### config.mk
export PLATFORM = sky130hd
export DESIGN_NAME = calc_entry_ctrl
export DESIGN_NICKNAME = d
export VERILOG_FILES = /design/src/rtl/calc_entry_ctrl.sv
export SDC_FILE = /design/constraint.sdc
export NUM_CORES = 1
export LEC_CHECK = 0
export BUFFER_PORTS_ARGS = -buffer_cell sky130_fd_sc_hd__buf_2
export CELL_PAD_IN_SITES_DETAIL_PLACEMENT = 1
export CELL_PAD_IN_SITES_GLOBAL_PLACEMENT = 1
export CORE_UTILIZATION = 40
export DETAILED_ROUTE_END_ITERATION = 8
export HOLD_SLACK_MARGIN = 0.1
export PLACE_DENSITY = 0.66
export SLEW_MARGIN = 20
export SYNTH_ARGS = -nofsm -noshare
export SYNTH_HDL_FRONTEND = slang
export SYNTH_SLANG_ARGS = --single-unit
export TNS_END_PERCENT = 5
### constraint.sdc
create_clock -name clk -period 12.9 [get_ports clk]
set_clock_uncertainty 0.1 [all_clocks]
set_input_delay 1.29 -clock clk [delete_from_list [all_inputs] [get_ports clk]]
set_output_delay 1.29 -clock clk [all_outputs]
set_load 0.1 [all_outputs]
### src/rtl/calc_entry_ctrl.sv
// calc_entry_ctrl
//   Entry/evaluate sequencer for the two-operand keypad calculator. One FSM
//   handles operand select, digit shift-in, add/sub mode and evaluation. The
//   result goes out as three BCD digits to the display scanner.
//
// Ports
//   clk       system clock
//   rst_n     asynchronous active-low reset
//   key_vld   one-cycle strobe, key holds a newly pressed key
//   key       key code: 0-9 digits, 10-15 function keys (ignored here)
//   op_pls    switch operand A<->B (or chained edit from SHOW)
//   eq_pls    evaluate
//   mode_pls  toggle add/sub (entry states only)
//   clr_pls   clear operands and result, back to ENT_A (mode is kept)
//   mode      0 = add, 1 = sub
//   stage     FSM state: 0 ENT_A, 1 ENT_B, 2 CALC, 3 SHOW
//   done      one-cycle pulse in the first SHOW cycle
//   disp_d2   hundreds digit, or NEG_CODE for a negative difference
//   disp_d1   tens digit
//   disp_d0   ones digit
module calc_entry_ctrl #(
  parameter int         KEY_W    = 4,
  parameter logic [3:0] NEG_CODE = 4'd10
) (
  input  logic             clk,
  input  logic             rst_n,
  input  logic             key_vld,
  input  logic [KEY_W-1:0] key,
  input  logic             op_pls,
  input  logic             eq_pls,
  input  logic             mode_pls,
  input  logic             clr_pls,
  output logic             mode,
  output logic [1:0]       stage,
  output logic             done,
  output logic [3:0]       disp_d2,
  output logic [3:0]       disp_d1,
  output logic [3:0]       disp_d0
);

  typedef enum logic [1:0] {
    ENT_A = 2'd0,
    ENT_B = 2'd1,
    CALC  = 2'd2,
    SHOW  = 2'd3
  } state_t;

  state_t     state;
  logic [3:0] a_t, a_o, b_t, b_o;
  logic [3:0] hun, ten, one;
  logic       neg;
  logic [11:0] disp_q;

  logic       key_is_digit;
  logic [6:0] a_val, b_val, diff_val, rem_val;
  logic [7:0] sum_val, r_val;
  logic       r_neg, r_hun;

  assign key_is_digit = key_vld && (key <= KEY_W'(9));
  assign stage        = state;

  // Arithmetic for the CALC cycle: binary values of both operands, then the
  // sum or magnitude of the difference split back into BCD digits.
  always_comb begin
    a_val    = 7'(a_t) * 7'd10 + 7'(a_o);
    b_val    = 7'(b_t) * 7'd10 + 7'(b_o);
    sum_val  = 8'(a_val) + 8'(b_val);
    diff_val = (a_val >= b_val) ? (a_val - b_val) : (b_val - a_val);
    r_val    = mode ? {1'b0, diff_val} : sum_val;
    r_neg    = mode && (a_val < b_val);
    r_hun    = (r_val >= 8'd100);
    rem_val  = r_hun ? 7'(r_val - 8'd100) : r_val[6:0];
  end

  // Main sequencer. Events are taken in priority order clr > eq > op > mode
  // > key; only the winner acts. clr is honoured in every state, including
  // the CALC cycle, so a clear never leaves a half-finished result behind.
  always_ff @(posedge clk or negedge rst_n) begin
    if (!rst_n) begin
      state  <= ENT_A;
      a_t    <= 4'd0;
      a_o    <= 4'd0;
      b_t    <= 4'd0;
      b_o    <= 4'd0;
      hun    <= 4'd0;
      ten    <= 4'd0;
      one    <= 4'd0;
      neg    <= 1'b0;
      mode   <= 1'b0;
      done   <= 1'b0;
      disp_q <= 12'd0;
    end else begin
      done   <= 1'b0;
      // Copy of what is on the display now, shown again during CALC.
      disp_q <= {disp_d2, disp_d1, disp_d0};
      if (clr_pls) begin
        a_t   <= 4'd0;
        a_o   <= 4'd0;
        b_t   <= 4'd0;
        b_o   <= 4'd0;
        hun   <= 4'd0;
        ten   <= 4'd0;
        one   <= 4'd0;
        neg   <= 1'b0;
        state <= ENT_A;
      end else begin
        case (state)
          ENT_A, ENT_B: begin
            if (eq_pls) begin
              state <= CALC;
            end else if (op_pls) begin
              state <= (state == ENT_A) ? ENT_B : ENT_A;
            end else if (mode_pls) begin
              mode <= ~mode;
            end else if (key_is_digit) begin
              // Shift-left entry: old ones digit moves to tens.
              if (state == ENT_A) begin
                a_t <= a_o;
                a_o <= 4'(key);
              end else begin
                b_t <= b_o;
                b_o <= 4'(key);
              end
            end
          end
          CALC: begin
            hun   <= r_hun ? 4'd1 : 4'd0;
            ten   <= 4'(rem_val / 7'd10);
            one   <= 4'(rem_val % 7'd10);
            neg   <= r_neg;
            done  <= 1'b1;
            state <= SHOW;
          end
          SHOW: begin
            if (eq_pls) begin
              state <= CALC;
            end else if (op_pls) begin
              state <= ENT_B;
            end else if (!mode_pls && key_is_digit) begin
              // A fresh digit starts a new calculation from scratch.
              a_t   <= 4'd0;
              a_o   <= 4'(key);
              b_t   <= 4'd0;
              b_o   <= 4'd0;
              state <= ENT_A;
            end
          end
          default: state <= ENT_A;
        endcase
      end
    end
  end

  // Display mux from registered state.
  always_comb begin
    disp_d2 = 4'd0;
    disp_d1 = 4'd0;
    disp_d0 = 4'd0;
    case (state)
      ENT_A: begin
        disp_d1 = a_t;
        disp_d0 = a_o;
      end
      ENT_B: begin
        disp_d1 = b_t;
        disp_d0 = b_o;
      end
      CALC: begin
        disp_d2 = disp_q[11:8];
        disp_d1 = disp_q[7:4];
        disp_d0 = disp_q[3:0];
      end
      SHOW: begin
        disp_d2 = neg ? NEG_CODE : hun;
        disp_d1 = ten;
        disp_d0 = one;
      end
      default: ;
    endcase
  end

endmodule

==> impl_metrics.toml <==
[run_status]
status = "finished clean"

[worst_hold_path]
hp-class = "reg -> reg"

[pwr]
p_per_area_nw_per_um2 = 234
peakVddDrop_uv = 247
power.total_uw = 985
power.leakage_nw = 1.91

[sta]
fmax_mhz = 144
worst_pin_slew_ns = 0.962
setup-violations-final = 0
fin_crit_sh = 0.538
hold_viol = 0
tns_ns = 0
layout_min_cycle_time_ns = 6.94
relSlewSlack = 0.359
slew_viol_final = 0
rsz0062_at_grt = "no"
setup_ws_ns = 5.96

[setup_path]
path_max_fanout = 12
cp-end-kind = "flop"
r2r_cells = 25
r2r_end = "one[2]"
rr_startpoint = "b_t[1]"
critPathLaunchType = "flop"
critPathKind = "reg -> reg"
arrival_ns = 7.07
crit_start = "b_t[1]"
r2r_slack_ns = 5.96
required_ns = 13.02
crit_path_end = "one[2]"

[clock_tree]
cts_setup_buffers = 0
cts_root_buf = "clkbuf_8"
post_cts_hold_buffer_count = 0
clock-sinks = 42
clk_latency_ns = 0.30
ctsHtreeMaxLevel = 2
cts_made_buffers = 5
cts_tree = "built"
cts_buffer_depth = 2
post_cts_resized = 0
path_clk_slew_ns = 0.08

[final_layout]
drive_gt1_frac = 0.144
post-route-util = 0.450
area_delta_synth_final_pct = 7.67
fillers = 1140
layoutNonFillerInstCount = 579
nets = 502
antenna-diode-count = 0

[detailed_routing]
firstDrtPassIters = 4
postRouteAntennaNets = 0
drc_errors = 0
avgRoutedWirePerCell_um = 18.4
vias = 3314
via_per_inst = 5.72
first_iter_violations = 195
finalWirelength_mm = 10.7

[placement]
dp_cells = 572
port_buffers = 26
dp_hpwl_mm = 8.30
routabilityCongestion = 0.837
pre_cts_ws_ns = 6.01

[synth]
synth_edf_count = 0
ys_ff_latch = 42
synth_ff_type = "dfrtp_1"
synth_cell_type_count = 81
netlist_area_sq_um = 3910
syn_area_per_cell_sq_um = 9.02
synth_seq_area_share = 0.269
synthCells = 434
ys_async_sr_fraction = 1.00
synth_fp_nets = 486
yosysWarnings = 0

[floorplanning]
die-area_sq_um = 10200
coreArea_sq_um = 9370
ios = 27
fp.dieW_um = 101
start_util = 0.418
rows = 35
die_y_um = 101

[global_route]
grt_pass1_vias = 3359
track_usage = 0.224
grt-ovfl-total = 0
grt_pass1_wl_mm = 17.6
grt_antenna_before_repair = 0
grt_max_degree = 43

[run]
drv_cap = 0
-- through the flow --
stage,hold slack (ns),instance area [sq um]
detailed placement,0.362,4130
floorplan,0.377,3910
global placement,0.359,4130
global route,0.391,4210
finish,0.383,4210
CTS,0.387,4210
-- synthesized netlist by cell type, drive strengths merged (2+ instances only) --
master,n,area (sq um)
ha,34,425
a21boi,4,30.0
a221oi,2,23.8
o221ai,2,23.8
nand4,2,12.5
a32o,2,20.0
buf,6,38.8
fa,7,140
or2,2,15.0
nor2,23,86.3
a2111oi,3,38.8
a311oi,4,41.3
xnor2,12,105
nand3b,2,15.0
and2b,3,22.5
inv,29,109
dfrtp,42,1050
nor4,4,31.3
nor3,8,45.0
and2,5,35.0
o21ai,32,164
o21bai,4,41.3
nand2,48,180
nand2b,17,106
o211ai,3,22.5
nand3,10,50.1
nor2b,6,37.5
o31ai,3,22.5
o31a,2,17.5
mux2i,6,76.3
a31oi,3,18.8
clkbuf,12,45.0
a221o,3,30.0
mux4,8,180
a21o,8,60.1
a41o,2,20.0
nor3b,2,20.0
a211oi,10,85.1
and3,3,18.8
a21oi,28,140
xor2,7,61.3
-- cell type report --
class / instances / area [sq um] / share of cell area
inverter: 30 / 113 / 0.0267
tap: 129 / 161 / 0.0383
sequential: 42 / 1050 / 0.249
timing repair buffer: 27 / 138 / 0.0327
clock buffer: 5 / 68.8 / 0.0163
clock inverter: 2 / 10.0 / 0.00238
multi-input combinational: 344 / 2670 / 0.634
-- power by group --
| group | switching, mW | internal [mW] | leakage, nW |
|---|---|---|---|
| clock network | 0.0453 | 0.0364 | 0.0438 |
| registers | 0.0280 | 0.149 | 0.563 |
| logic | 0.451 | 0.275 | 1.30 |
| total | 0.524 | 0.461 | 1.91 |
-- layer usage --
| metal | global-route usage | vias to the layer above | wire (um) | part of all wire |
|---|---|---|---|---|
| met5 | 0 | - | 0 | 0 |
| met3 | 0.0347 | 6 | 267 | 0.025 |
| met1 | 0.312 | 1664 | 5180 | 0.48 |
| li1 | - | 1604 | - | - |
| met4 | 0.0334 | 0 | 67 | 0.0063 |
| met2 | 0.376 | 40 | 5170 | 0.48 |
-- worst min-delay path by stage --
stage | from | slack, ns | cells past startpoint | to
detailed placement | disp_q[10] | 0.36 | 1 | disp_q[10]
floorplan | ten[3] | 0.38 | 2 | ten[3]
global route | disp_q[10] | 0.39 | 1 | disp_q[10]
finish | disp_q[10] | 0.38 | 1 | disp_q[10]
global placement | disp_q[10] | 0.36 | 1 | disp_q[10]
CTS | disp_q[10] | 0.39 | 1 | disp_q[10]
-- registers in the layout, summed over array words and instances (netlist names) --
signal and flops:
disp_q 12, a_o 4, a_t 4, b_o 4, b_t 4, one 4, ten 4, stage 2
done 1, hun 1, mode 1, neg 1
-- kinds of logic after synthesis --
logic type / count (synthesis) / synth area share
simple gates: 141 / 0.187
compound gates: 128 / 0.238
buf+inv: 48 / 0.0502
fa+ha+maj: 42 / 0.148
flops: 42 / 0.269
xor+xnor: 19 / 0.0425
mux: 14 / 0.0655
-- critical path, cell delays in order, from the launching register on --
cell	delay, ns
dfrtp_1	0.45
ha_1	0.32
ha_1	0.19
inv_1	0.06
fa_1	0.44
xor2_1	0.21
ha_1	0.54
nor2b_1	0.15
a41oi_1	0.26
a21bo_4	0.28
maj3_4	0.39
mux2i_1	0.17
o21ai_0	0.11
xnor2_1	0.42
ha_1	0.22
and3_1	0.20
o31a_1	0.19
nor2_1	0.08
a211oi_2	0.66
nand2b_1	0.28
xnor2_1	0.22
a21oi_1	0.14
ha_1	0.31
a211oi_1	0.21
a21oi_1	0.12
o221ai_2	0.16
-- cell usage in the layout (no fill, tap or decap), types with 3 or more instances in the layout --
cell / n
nor4_1: 3
a211oi_1: 8
inv_1: 29
nor3_1: 7
nand2_1: 48
and2b_1: 3
mux2i_1: 4
clkbuf_8: 5
nand2b_1: 17
buf_2: 26
xnor2_1: 12
a21o_1: 8
xor2_1: 7
a21boi_0: 3
a21oi_1: 28
nor2_1: 23
mux4_2: 8
o31ai_1: 3
nand3_1: 10
and3_1: 3
o21bai_1: 3
ha_1: 34
o21ai_0: 29
and2_1: 3
a221o_1: 3
nor2b_1: 6
a311oi_1: 3
dfrtp_1: 42
fa_1: 7
o211ai_1: 3
Power figures use the tool's default switching activity.
